--- src/rtl/irq_tier_arbiter.sv ---
// Clocked tiered interrupt arbiter: captures per-tier/per-channel requests into a
// pending register and offers the highest-priority eligible one over valid/ready.
module irq_tier_arbiter #(
    parameter  int NCH  = 9,
    parameter  int NLVL = 3,
    parameter  int RR   = 0,
    parameter  int EDGE = 0,
    localparam int LW   = (NLVL > 1) ? $clog2(NLVL) : 1,
    localparam int CW   = $clog2(NCH)
) (
    input  logic                 clk,
    input  logic                 rst_n,
    input  logic [NLVL*NCH-1:0]  req,
    input  logic [NCH-1:0]       en,
    input  logic                 irq_ready,
    output logic                 irq_valid,
    output logic [LW-1:0]        irq_lvl,
    output logic [CW-1:0]        irq_ch,
    output logic [NLVL*NCH-1:0]  pend,
    output logic [NLVL-1:0]      tier_active
);

    typedef enum logic {S_IDLE = 1'b0, S_OFFER = 1'b1} state_t;

    state_t                r_state;
    state_t                w_state_nxt;
    logic [NLVL*NCH-1:0]   r_pend;
    logic [NLVL*NCH-1:0]   r_req_q;
    logic [NLVL*NCH-1:0]   w_trig;
    logic [NLVL*NCH-1:0]   w_set;
    logic [NLVL*NCH-1:0]   w_clr;
    logic [NLVL*NCH-1:0]   w_elig;
    logic [CW-1:0]         r_rr_ptr [NLVL];
    logic [CW-1:0]         w_pick   [NLVL];
    logic [NLVL-1:0]       w_hit;
    logic                  w_any;
    logic                  w_accept;
    logic                  w_load;
    logic [LW-1:0]         r_lvl;
    logic [LW-1:0]         w_win_lvl;
    logic [CW-1:0]         r_ch;
    logic [CW-1:0]         w_win_ch;

    // Search order within a tier: plain index, or rotated to start at the RR pointer.
    function automatic int rot_idx(input logic [CW-1:0] ptr, input int k);
        if (RR == 0)
            return k;
        else
            return (int'(ptr) + k) % NCH;
    endfunction

    assign w_trig   = (EDGE != 0) ? (req & ~r_req_q) : req;
    assign w_set    = w_trig & {NLVL{en}};
    assign w_elig   = r_pend & {NLVL{en}};
    assign w_accept = irq_valid & irq_ready;
    assign w_load   = (r_state == S_IDLE) && w_any;

    assign irq_valid = (r_state == S_OFFER);
    assign irq_lvl   = r_lvl;
    assign irq_ch    = r_ch;
    assign pend      = r_pend;

    always_comb begin
        for (int l = 0; l < NLVL; l++)
            tier_active[l] = |w_elig[l*NCH +: NCH];
    end

    always_comb begin
        w_clr = '0;
        if (w_accept) begin
            for (int l = 0; l < NLVL; l++)
                for (int c = 0; c < NCH; c++)
                    if (r_lvl == LW'(l) && r_ch == CW'(c))
                        w_clr[l*NCH + c] = 1'b1;
        end
    end

    always_comb begin
        for (int l = 0; l < NLVL; l++) begin
            w_pick[l] = '0;
            w_hit[l]  = 1'b0;
            for (int k = 0; k < NCH; k++) begin
                if (!w_hit[l] && w_elig[l*NCH + rot_idx(r_rr_ptr[l], k)]) begin
                    w_hit[l]  = 1'b1;
                    w_pick[l] = CW'(rot_idx(r_rr_ptr[l], k));
                end
            end
        end
    end

    // Descending scan so the lowest-numbered (highest-priority) tier is taken last.
    always_comb begin
        w_any     = 1'b0;
        w_win_lvl = '0;
        w_win_ch  = '0;
        for (int l = NLVL - 1; l >= 0; l--) begin
            if (w_hit[l]) begin
                w_any     = 1'b1;
                w_win_lvl = LW'(l);
                w_win_ch  = w_pick[l];
            end
        end
    end

    always_comb begin
        w_state_nxt = r_state;
        case (r_state)
            S_IDLE:  if (w_any)     w_state_nxt = S_OFFER;
            S_OFFER: if (irq_ready) w_state_nxt = S_IDLE;
            default: w_state_nxt = S_IDLE;
        endcase
    end

    always_ff @(posedge clk or negedge rst_n) begin
        if (!rst_n)
            r_state <= S_IDLE;
        else
            r_state <= w_state_nxt;
    end

    // Set takes precedence over the acceptance clear of the same bit.
    always_ff @(posedge clk or negedge rst_n) begin
        if (!rst_n) begin
            r_pend  <= '0;
            r_req_q <= '0;
            r_lvl   <= '0;
            r_ch    <= '0;
            for (int l = 0; l < NLVL; l++)
                r_rr_ptr[l] <= '0;
        end else begin
            r_req_q <= req;
            r_pend  <= (r_pend & ~w_clr) | w_set;
            if (w_load) begin
                r_lvl <= w_win_lvl;
                r_ch  <= w_win_ch;
            end
            if (RR != 0 && w_accept) begin
                for (int l = 0; l < NLVL; l++)
                    if (r_lvl == LW'(l))
                        r_rr_ptr[l] <= (r_ch == CW'(NCH - 1)) ? '0 : r_ch + 1'b1;
            end
        end
    end

endmodule

--- config.mk ---
export PLATFORM = sky130hd
export DESIGN_NAME = irq_tier_arbiter
export DESIGN_NICKNAME = d
export VERILOG_FILES = /design/src/rtl/irq_tier_arbiter.sv
export SDC_FILE = /design/constraint.sdc
export NUM_CORES = 1
export LEC_CHECK = 0
export BUFFER_PORTS_ARGS = -buffer_cell sky130_fd_sc_hd__buf_2
export CORE_MARGIN = 2
export CORE_UTILIZATION = 29
export CTS_CLUSTER_SIZE = 28
export DETAILED_ROUTE_END_ITERATION = 7
export GPL_ROUTABILITY_DRIVEN = 0
export SLEW_MARGIN = 20
export SYNTH_ARGS = -nofsm -noshare
export SYNTH_HDL_FRONTEND = slang
export SYNTH_SLANG_ARGS = --single-unit
--- constraint.sdc ---
create_clock -name clk -period 1.9 [get_ports clk]
set_clock_uncertainty 0.1 [all_clocks]
set_input_delay 0 -clock clk [delete_from_list [all_inputs] [get_ports clk]]
set_output_delay 0 -clock clk [all_outputs]
set_load 0.02 [all_outputs]
Yosys cells after proc, flatten, opt, wreduce, memory -nomap -nowiden
Index checks and enable logic that the tools add are counted.
{ "totals": {"register_bits": 34, "out_inout_bits": 37, "inputBits": 39} }
{ "classes": {"n_reduce_logical": 81, "n_eq_ne": 10, "mux": 91, "n_bitwise": 7} }
{ "ops": {"columns": ["operator", "count"], "rows": [
  ["AND 27 bit", 3],
  ["two-way mux 4 bit", 20],
  ["two-way mux 1 bit", 62],
  ["logical AND 1 bit", 52],
  ["two-way mux 27 bit", 1],
  ["NOT 27 bit", 1],
  ["bitwise OR 27 bit", 1],
  ["OR reduction 9 bit", 3],
  ["zero test 1 bit", 24],
  ["equality test 4 x 3 -> 1 bit (second input constant)", 4],
  ["two-way mux 2 bit", 7],
  ["equality test 4 x 2 -> 1 bit (second input constant)", 2],
  ["equality test 4 x 1 -> 1 bit (second input constant)", 1],
  ["equality test 4 bit (second input constant)", 1],
  ["zero test 4 bit", 1],
  ["equality test 2 x 1 -> 1 bit (second input constant)", 1],
  ["equality test 2 bit (second input constant)", 1],
  ["zero test 2 bit", 1],
  ["one-hot mux 1 bit (2 select lines)", 1],
  ["AND 1 bit", 1],
  ["NOT 1 bit", 1]
]} }

Longest topological paths before layout
Gate-level depths: netlist of run 1.
{ "logic_depth": {"depth_word": 31, "depth_mapped": 7, "mapped_depth_nobuf": 6} }

Worst setup path before layout of run 1
OpenSTA, ideal clock, no wires.
{ "synth_timing": {"path_type": "reg-to-reg", "startpoint": "reg r_pend[5], in the netlist pend[5]", "endpoint": "reg r_ch[2], in the netlist irq_ch[2]", "path_slack_ps": 6, "setup_time_ps": 128, "arrival_ps": 1667, "stages_incl_launch_ff": 6, "path_buffers": 0, "period_less_slack_ps": 1894, "path_cell_list": "dfrtp_1 a22o_1 nand2b_4 nor4b_4 a21oi_2 mux2_1"} }
{ "synth_between": {"elab_chain_cells": 14} }
{ "synth_lines": {"columns": ["item", "line_no", "rtl"], "rows": [
  ["from (decl)", "27", "logic [NLVL*NCH-1:0] r_pend;"],
  ["from (signal assigned)", "132", "r_pend <= (r_pend & ~w_clr) | w_set;"],
  ["AND 27 bit (*)", "54", "assign w_elig = r_pend & {NLVL{en}};"],
  ["logical AND 1 bit (*)", "83", "if (!w_hit[l] && w_elig[l*NCH + rot_idx(r_rr_ptr[l], k)]) begin"],
  ["two-way mux 1 bit", "83", null],
  ["zero test 1 bit", "83", null],
  ["logical AND 1 bit", "83", null],
  ["two-way mux 1 bit", "83", null],
  ["zero test 1 bit", "83", null],
  ["logical AND 1 bit", "83", null],
  ["two-way mux 1 bit", "83", null],
  ["zero test 1 bit", "83", null],
  ["logical AND 1 bit", "83", null],
  ["two-way mux 1 bit", "83", null],
  ["two-way mux 1 bit", "97", "if (w_hit[l]) begin"],
  ["logical AND 1 bit", "56", "assign w_load = (r_state == S_IDLE) && w_any;"],
  ["to (signal assigned)", "135", "r_ch <= w_win_ch;"],
  ["to (decl)", "41", "logic [CW-1:0] r_ch;"]
]} }
Every way passes the cells marked *; elsewhere a longest branch is shown, timed or not.
A chain may end at the register's enable or synchronous reset.

Final worst setup path of run 1
{ "layout_timing": {"startpoint": "in en[3]", "endpoint": "reg r_ch[2], in the netlist irq_ch[2]"} }
{ "layout_between": {"elab_chain_cells": 22} }
{ "layout_lines": {"columns": ["item", "line_no", "rtl"], "rows": [
  ["from (decl)", "14", "input logic [NCH-1:0] en,"],
  ["AND 27 bit (*)", "54", null],
  ["logical AND 1 bit", "83", null],
  ["two-way mux 1 bit", "83", null],
  ["zero test 1 bit", "83", null],
  ["logical AND 1 bit", "83", null],
  ["two-way mux 1 bit", "83", null],
  ["zero test 1 bit", "83", null],
  ["logical AND 1 bit", "83", null],
  ["[4 not listed]", null, null],
  ["zero test 1 bit", "83", null],
  ["logical AND 1 bit", "83", null],
  ["two-way mux 1 bit", "83", null],
  ["zero test 1 bit", "83", null],
  ["logical AND 1 bit", "83", null],
  ["two-way mux 1 bit", "83", null],
  ["two-way mux 1 bit (3 in a row)", "97", null],
  ["logical AND 1 bit", "56", null]
]} }
Marks and branches as above.

==> impl_metrics.xml, run 1 <==
<?xml version="1.0" encoding="UTF-8"?>
<metrics>
  <group name="outcome">
    <metric name="status" unit="">completed</metric>
  </group>
  <group name="logic_synthesis">
    <metric name="syn_inst" unit="">194</metric>
    <metric name="synth-compound-area-share" unit="%">29.9</metric>
    <metric name="post_synth_num_cell_types" unit="">45</metric>
    <metric name="yosys-top-cells-area" unit="">dfrtp_1, a22o_1, nand2_1, a22oi_2, a32oi_1</metric>
    <metric name="synth-adder-area-share" unit="%">0</metric>
    <metric name="synth_seq_area_share" unit="%">43.5</metric>
    <metric name="yosys.cell_count.top_type" unit="">nand2_1</metric>
    <metric name="syn-num-nets" unit="">233</metric>
    <metric name="synth_edf_count" unit="">0</metric>
    <metric name="async_reset_ff_share" unit="%">100</metric>
    <metric name="yosys.area_share.simple" unit="%">20.9</metric>
    <metric name="synth_top_family_by_area" unit="">compound AO/OA/AOI/OAI gates</metric>
    <metric name="share_of_synthesized_area_spent_on_multiplexers" unit="%">1.15</metric>
    <metric name="synth.largest_area_cell" unit="">dfrtp_1</metric>
    <metric name="synth_seq_cells" unit="">34</metric>
    <metric name="yosys_warnings" unit="">0</metric>
    <metric name="postSynthAreaPerCell" unit="um^2">10.1</metric>
    <metric name="postSynth.topFlopCell" unit="">dfrtp_1</metric>
    <metric name="synth.top_cell.area_share" unit="%">43.5</metric>
    <metric name="yosys-top-cells-count" unit="">nand2_1, dfrtp_1, a22o_1</metric>
    <metric name="synth_xor_xnor_area_share" unit="%">0</metric>
    <metric name="synth_area" unit="mm^2">0.00195</metric>
  </group>
  <group name="route">
    <metric name="detail_route.first_pass.iterations" unit="">4</metric>
    <metric name="met2RoutedLength" unit="um">3090</metric>
    <metric name="route.detailed.drc" unit="">0</metric>
    <metric name="ant_nets" unit="">0</metric>
    <metric name="route.final.wire_length" unit="um">6640</metric>
    <metric name="drt-wirelength-per-cell" unit="um">16.5</metric>
    <metric name="num_vias" unit="">2076</metric>
    <metric name="dr.first_iter.drc_count" unit="">127</metric>
    <metric name="route.met3.wl" unit="um">309</metric>
    <metric name="highest_layer" unit="">met4</metric>
    <metric name="wl_met1" unit="um">3230</metric>
    <metric name="vias_per_cell" unit="">5.16</metric>
  </group>
  <group name="global_routing">
    <metric name="pin_count_of_the_biggest_net_entering_global_routing" unit="">35</metric>
    <metric name="antenna_found_initial" unit="">0</metric>
    <metric name="grt-ovfl-total" unit="">0</metric>
    <metric name="grt.total_usage" unit="%">17.8</metric>
    <metric name="grt_pass1_wl" unit="um">10300</metric>
    <metric name="first_global_vias" unit="">2036</metric>
  </group>
  <group name="sta">
    <metric name="setup_viol_count_final" unit="">0</metric>
    <metric name="timing.hold.ws" unit="ns">0.0124</metric>
    <metric name="worst_pin_slew" unit="ns">0.793</metric>
    <metric name="layout_min_cycle_time" unit="ns">1.86</metric>
    <metric name="period_share" unit="%">97.7</metric>
    <metric name="final_count_of_hold_timing_violations" unit="">0</metric>
    <metric name="achievable-frequency" unit="GHz">0.539</metric>
    <metric name="slew_headroom" unit="%">47.1</metric>
    <metric name="finalWorstSetupSlack" unit="ns">0.0436</metric>
    <metric name="unrepaired_setup_endpoints_after_global_routing" unit="">true</metric>
    <metric name="report.final.slew_viol_count" unit="">0</metric>
  </group>
  <group name="critical_path">
    <metric name="timing.reg2reg.worst_path_depth" unit="">5</metric>
    <metric name="critPathTopFamily" unit="">buffers and inverters</metric>
    <metric name="cp.required" unit="ns">1.97</metric>
    <metric name="crit_start" unit="">en[3]</metric>
    <metric name="setup.worst_path.end_class" unit="">flip-flop</metric>
    <metric name="worst_r2r_startpoint" unit="">pend[10]</metric>
    <metric name="slowest_stage" unit="">dlygate4sd3_1</metric>
    <metric name="critical_setup_path_kind" unit="">in -&gt; reg</metric>
    <metric name="worstReg2RegEnd" unit="">irq_ch[2]</metric>
    <metric name="crit_path_cell_trace" unit="">dlygate4sd3_1, buf_2, a22oi_2, nand4_4, nor4b_4, a21oi_2, mux2_1</metric>
    <metric name="worstPathMaxFanout" unit="">9</metric>
    <metric name="timing.critical_path.from_type" unit="">input port</metric>
    <metric name="cpPeakStageDelay" unit="ns">0.54</metric>
    <metric name="critPathArrivalTime" unit="ns">1.92</metric>
    <metric name="critical_path.n_buffers_inverters" unit="">2</metric>
    <metric name="reg2reg_setup_slack" unit="ns">0.04</metric>
  </group>
  <group name="hold_path">
    <metric name="holdPathEnd" unit="">pend[0]</metric>
    <metric name="holdCritPathClass" unit="">in -&gt; reg</metric>
    <metric name="worstHoldStart" unit="">en[0]</metric>
    <metric name="whs_path_depth" unit="">2</metric>
  </group>
  <group name="power_and_ir_drop">
    <metric name="total_power" unit="mW">1.97</metric>
    <metric name="vdd_drop_max" unit="V">0.000400</metric>
    <metric name="p_per_area" unit="mW/mm^2">652</metric>
    <metric name="p_leak" unit="nW">1.35</metric>
  </group>
  <group name="clocking">
    <metric name="cts-buffers-inserted" unit="">5</metric>
    <metric name="tritoncts_num_sinks" unit="">34</metric>
    <metric name="cts_htree_levels" unit="">2</metric>
    <metric name="cts_max_path_buffers" unit="">2</metric>
    <metric name="clk-insertion-delay-late" unit="ns">0.28</metric>
    <metric name="clk_root_buffer_cell" unit="">clkbuf_8</metric>
    <metric name="cts_tree" unit="">yes</metric>
    <metric name="cts.clk_slew.worst_paths" unit="ns">0.07</metric>
  </group>
  <group name="die">
    <metric name="full_die_area" unit="mm^2">0.00741</metric>
    <metric name="chipHeight" unit="um">86.1</metric>
    <metric name="core" unit="mm^2">0.00642</metric>
    <metric name="floorplan.die.width" unit="um">86.1</metric>
    <metric name="ios" unit="">76</metric>
    <metric name="start_util" unit="%">30.4</metric>
    <metric name="num_rows" unit="">29</metric>
  </group>
  <group name="place">
    <metric name="port-buffer-count" unit="">75</metric>
    <metric name="place_ws" unit="ns">0.0170</metric>
    <metric name="detailed_place.area" unit="mm^2">0.00248</metric>
    <metric name="hpwlAfterDp" unit="um">4850</metric>
  </group>
  <group name="finish">
    <metric name="antenna-diode-count" unit="">0</metric>
    <metric name="fin_area" unit="mm^2">0.00302</metric>
    <metric name="area_growth_syn_to_layout" unit="%">54.5</metric>
    <metric name="finish.net_count" unit="">363</metric>
    <metric name="drive_above_1_share" unit="%">37.2</metric>
    <metric name="fillers" unit="">624</metric>
  </group>
  <group name="run">
    <metric name="timing.max_cap.violations" unit="">0</metric>
  </group>
</metrics>
-- logic make-up after synthesis --
| kind of cell | Yosys count |
|---|---|
| AO/OA/AOI/OAI | 68 |
| buffers and inverters | 15 |
| AND/OR/NAND/NOR | 75 |
| multiplexers | 2 |
| flip-flops | 34 |
-- timing repair --
action                                  4_1_cts  5_1_grt
pin swaps                                     1        4
resized for setup                             0        7
endpoints found under the setup margin        2        6
hold buffers                                 37        0
hold endpoints to repair                     62        0
setup buffers                                 1        3
-- where the power goes --
group | total, mW | leakage [nW] | internal (mW) | switching [mW]
clock network | 0.637 | 0.0575 | 0.366 | 0.271
logic | 0.491 | 0.964 | 0.229 | 0.262
registers | 0.842 | 0.330 | 0.769 | 0.0734
-- sequential cells by signal (all words and copies together), names as in the netlist --
signal and flops:
irq_lvl 2, irq_valid 1, irq_ch 4, pend 27
-- worst max path at each step --
| stage | end | slack (ns) | depth (start not counted) |
|---|---|---|---|
| floorplan | irq_ch[2] | 0.006 | 5 |
| CTS | irq_ch[3] | 0.03 | 5 |
| global placement | irq_ch[2] | 0.06 | 5 |
| global route | irq_ch[2] | -0.04 | 5 |
| finish | irq_ch[2] | 0.04 | 7 |
| detailed placement | irq_ch[3] | 0.02 | 5 |
-- per-layer routing --
layer | up-vias | GRT usage (%)
li1 | 999 | -
met1 | 1006 | 25.5
met2 | 69 | 28.5
met3 | 2 | 3.27
met4 | 0 | 3.03
met5 | - | 0
-- layout by cell type, fill, tap and decap left out, drive strengths merged, types with 2 or more instances in the layout --
cell and instances:
o21a 2, a22oi 9, a21oi 6, nand2 41, nand2b 9, a31oi 2
buf 95, clkbuf 8, a211oi 3, dfrtp 34, a22o 28, nor3 7
a32oi 6, nor4 2, inv 6, mux2 2, nor2 6, nor4b 2
dlygate4sd3 37
-- area by class of cell --
| type | count | area (um^2) | area share (%) |
|---|---|---|---|
| Clock buffer | 8 | 110 | 3.65 |
| Inverter | 6 | 22.5 | 0.746 |
| Multi-Input combinational cell | 145 | 1040 | 34.4 |
| Sequential cell | 34 | 851 | 28.2 |
| Tap cell | 77 | 96.3 | 3.19 |
| Timing Repair Buffer | 132 | 902 | 29.9 |
-- through the flow --
stage          utilization, %  TNS, ns  std cells
2_1_floorplan               -        0        194
3_3_place_gp             38.6        0        353
3_5_place_dp             38.6        0        353
4_1_cts                  46.2        0        399
5_1_grt                  47.0  -0.0768        402
6_report                 47.0        0        402
Note: power is estimated with default switching activity, not from simulation.
==> run 2: changes to the inputs <==
--- a/config.mk
+++ b/config.mk
@@ -6,7 +6,6 @@
 export NUM_CORES = 1
 export LEC_CHECK = 0
 export BUFFER_PORTS_ARGS = -buffer_cell sky130_fd_sc_hd__buf_2
-export CORE_MARGIN = 2
 export CORE_UTILIZATION = 29
 export CTS_CLUSTER_SIZE = 28
 export DETAILED_ROUTE_END_ITERATION = 7
@@ -15,3 +14,4 @@
 export SYNTH_ARGS = -nofsm -noshare
 export SYNTH_HDL_FRONTEND = slang
 export SYNTH_SLANG_ARGS = --single-unit
+export TNS_END_PERCENT = 20
==> constraint.sdc (replaced) <==
create_clock -name clk -period 2.05 [get_ports clk]
set_clock_uncertainty 0.1 [all_clocks]
set_input_delay 0 -clock clk [delete_from_list [all_inputs] [get_ports clk]]
set_output_delay 0 -clock clk [all_outputs]
set_load 0.02 [all_outputs]
==> impl_metrics.xml, run 2 (synthesis results as in run 1) <==
<?xml version="1.0" encoding="UTF-8"?>
<metrics>
  <group name="finish">
    <metric name="fillers" unit="">622</metric>
    <metric name="layout.cells.most_common" unit="">buf_2</metric>
    <metric name="area_growth_syn_to_layout" unit="%">52.6</metric>
    <metric name="final_cell_mix" unit="">buf_2, dlygate4sd3_1, nand2_1</metric>
    <metric name="antenna-diode-count" unit="">0</metric>
    <metric name="finish.net_count" unit="">359</metric>
    <metric name="fin_area" unit="mm^2">0.00298</metric>
    <metric name="max_reg_flops" unit="">27</metric>
    <metric name="drive_above_1_share" unit="%">34.0</metric>
  </group>
  <group name="sta">
    <metric name="report.final.slew_viol_count" unit="">0</metric>
    <metric name="slew_headroom" unit="%">46.1</metric>
    <metric name="worst_pin_slew" unit="ns">0.808</metric>
    <metric name="period_share" unit="%">97.2</metric>
    <metric name="setup_viol_count_final" unit="">0</metric>
    <metric name="final_count_of_hold_timing_violations" unit="">0</metric>
    <metric name="layout_min_cycle_time" unit="ns">1.99</metric>
    <metric name="setup-tns-final" unit="ns">0</metric>
    <metric name="achievable-frequency" unit="GHz">0.502</metric>
    <metric name="unrepaired_setup_endpoints_after_global_routing" unit="">true</metric>
  </group>
  <group name="power_and_ir_drop">
    <metric name="netSwitchingFraction" unit="%">31.3</metric>
    <metric name="cellInternalPower" unit="mW">1.20</metric>
    <metric name="p_per_area" unit="mW/mm^2">588</metric>
    <metric name="comb_power_share" unit="%">26.2</metric>
    <metric name="net-switching-power" unit="mW">0.549</metric>
    <metric name="p_seq_share" unit="%">44.4</metric>
    <metric name="pwr-share-clk" unit="%">29.4</metric>
    <metric name="p_leak" unit="nW">1.30</metric>
    <metric name="total_power" unit="mW">1.75</metric>
    <metric name="vdd_drop_max" unit="V">0.000365</metric>
  </group>
  <group name="critical_path">
    <metric name="reg2reg_setup_slack" unit="ns">0.06</metric>
    <metric name="timing.reg2reg.worst_path_depth" unit="">4</metric>
    <metric name="critical_setup_path_kind" unit="">reg -&gt; reg</metric>
    <metric name="cpPeakStageDelay" unit="ns">0.54</metric>
    <metric name="cp.required" unit="ns">2.12</metric>
    <metric name="worstReg2RegEnd" unit="">pend[18]</metric>
    <metric name="slowest_stage" unit="">dlygate4sd3_1</metric>
    <metric name="setup.worst_path.end_class" unit="">flip-flop</metric>
    <metric name="crit_path_cell_trace" unit="">nor4_1, nand2_1, a22o_1, dlygate4sd3_1</metric>
    <metric name="worst_r2r_startpoint" unit="">irq_ch[0]</metric>
    <metric name="worstPathMaxFanout" unit="">8</metric>
    <metric name="timing.critical_path.from_type" unit="">flip-flop</metric>
    <metric name="critPathArrivalTime" unit="ns">2.06</metric>
  </group>
  <group name="global_routing">
    <metric name="grt-ovfl-total" unit="">0</metric>
    <metric name="first_global_vias" unit="">2032</metric>
    <metric name="grt.total_usage" unit="%">18.5</metric>
    <metric name="grt_pass1_wl" unit="um">10200</metric>
    <metric name="antenna_found_initial" unit="">0</metric>
    <metric name="pin_count_of_the_biggest_net_entering_global_routing" unit="">35</metric>
  </group>
  <group name="route">
    <metric name="detail_route.first_pass.iterations" unit="">6</metric>
    <metric name="route.final.wire_length" unit="um">6340</metric>
    <metric name="route.detailed.drc" unit="">10</metric>
    <metric name="num_vias" unit="">2032</metric>
    <metric name="ant_nets" unit="">0</metric>
    <metric name="drt-wirelength-per-cell" unit="um">15.9</metric>
    <metric name="dr.first_iter.drc_count" unit="">144</metric>
    <metric name="vias_per_cell" unit="">5.11</metric>
  </group>
  <group name="clocking">
    <metric name="cts_max_path_buffers" unit="">2</metric>
    <metric name="cts_tree" unit="">yes</metric>
    <metric name="cts.clk_slew.worst_paths" unit="ns">0.07</metric>
    <metric name="tritoncts_num_sinks" unit="">34</metric>
    <metric name="post_cts_setup_bufs" unit="">0</metric>
    <metric name="clk_root_buffer_cell" unit="">clkbuf_8</metric>
    <metric name="cts-buffers-inserted" unit="">5</metric>
    <metric name="clk-insertion-delay-late" unit="ns">0.29</metric>
    <metric name="cts_htree_levels" unit="">2</metric>
  </group>
  <group name="die">
    <metric name="start_util" unit="%">30.4</metric>
    <metric name="full_die_area" unit="mm^2">0.00707</metric>
    <metric name="core" unit="mm^2">0.00642</metric>
    <metric name="num_rows" unit="">29</metric>
    <metric name="ios" unit="">76</metric>
    <metric name="chipHeight" unit="um">84.1</metric>
    <metric name="floorplan.die.width" unit="um">84.1</metric>
  </group>
  <group name="hold_path">
    <metric name="whs_path_depth" unit="">2</metric>
    <metric name="holdCritPathClass" unit="">in -&gt; reg</metric>
    <metric name="holdPathEnd" unit="">pend[3]</metric>
    <metric name="worstHoldStart" unit="">en[3]</metric>
  </group>
  <group name="place">
    <metric name="detailed_place.area" unit="mm^2">0.00241</metric>
    <metric name="port-buffer-count" unit="">75</metric>
    <metric name="hpwlAfterDp" unit="um">4670</metric>
  </group>
  <group name="run">
    <metric name="timing.max_cap.violations" unit="">0</metric>
  </group>
  <group name="outcome">
    <metric name="violated_checks" unit="">DRC</metric>
    <metric name="status" unit="">finished, violations left</metric>
  </group>
</metrics>
run 2: per-stage QoR:
stage                     util [%]  cells  hold WS (ns)  worst slack, ns
after global routing          46.4    398      0.000499          -0.0556
after floorplan                  -    194        -0.396            0.156
final                         46.4    398        0.0147           0.0577
after global placement        37.6    344        0.0349            0.231
after detailed placement      37.6    344        0.0337            0.169
after CTS                     46.2    398      0.000285           0.0356
run 2: critical path: cells and delay by family, from the launching register on:
family	cells	cell delay (ns)
flip-flops	1	0.47
buffers and inverters	1	0.54
AO/OA/AOI/OAI	1	0.19
AND/OR/NAND/NOR	2	0.58
run 2: worst max-delay path by stage:
stage               slack, ns  depth (start not counted)      start        end
CTS                      0.04                          5  irq_ch[1]    pend[1]
finish                   0.06                          4  irq_ch[0]   pend[18]
global route            -0.06                          4  irq_ch[0]   pend[18]
floorplan                0.16                          5    pend[5]  irq_ch[2]
detailed placement       0.17                          5   pend[25]  irq_ch[3]
global placement         0.23                          5   pend[19]  irq_ch[2]
run 2: power groups by stage:
stage / Clock, mW / Sequential, mW / Combinational [mW]
after global routing: 0.573 / 0.788 / 0.497
after detailed placement: 0 / 0.788 / 0.377
after CTS: 0.533 / 0.775 / 0.457
final: 0.516 / 0.778 / 0.459
after floorplan: 0 / 0.826 / 0.183
after global placement: 0 / 0.787 / 0.377
run 2: repair_timing:
| action | in CTS | in global routing |
|---|---|---|
| endpoints found under the setup margin | 0 | 5 |
| resized for setup | 0 | 5 |
| hold endpoints to repair | 62 | 0 |
| hold buffers | 46 | 0 |
run 2: layout make-up:
| type | instances | area (um^2) | share of cell area, % |
|---|---|---|---|
| Multi-Input combinational cell | 145 | 1030 | 34.6 |
| Timing Repair Buffer | 128 | 888 | 29.8 |
| Sequential cell | 34 | 852 | 28.6 |
| Tap cell | 77 | 96.3 | 3.23 |
| Clock buffer | 7 | 86.3 | 2.90 |
| Inverter | 6 | 22.5 | 0.755 |
| Clock inverter | 1 | 5.00 | 0.168 |
run 2: routing by layer:
| metal | track usage, % | part of all wire, % | wire length, um |
|---|---|---|---|
| met1 | 26.4 | 49 | 3090 |
| met2 | 28.4 | 45 | 2870 |
| met3 | 4.15 | 5.4 | 344 |
| met4 | 4.70 | 0.46 | 29 |
| met5 | 0 | 0 | 0 |
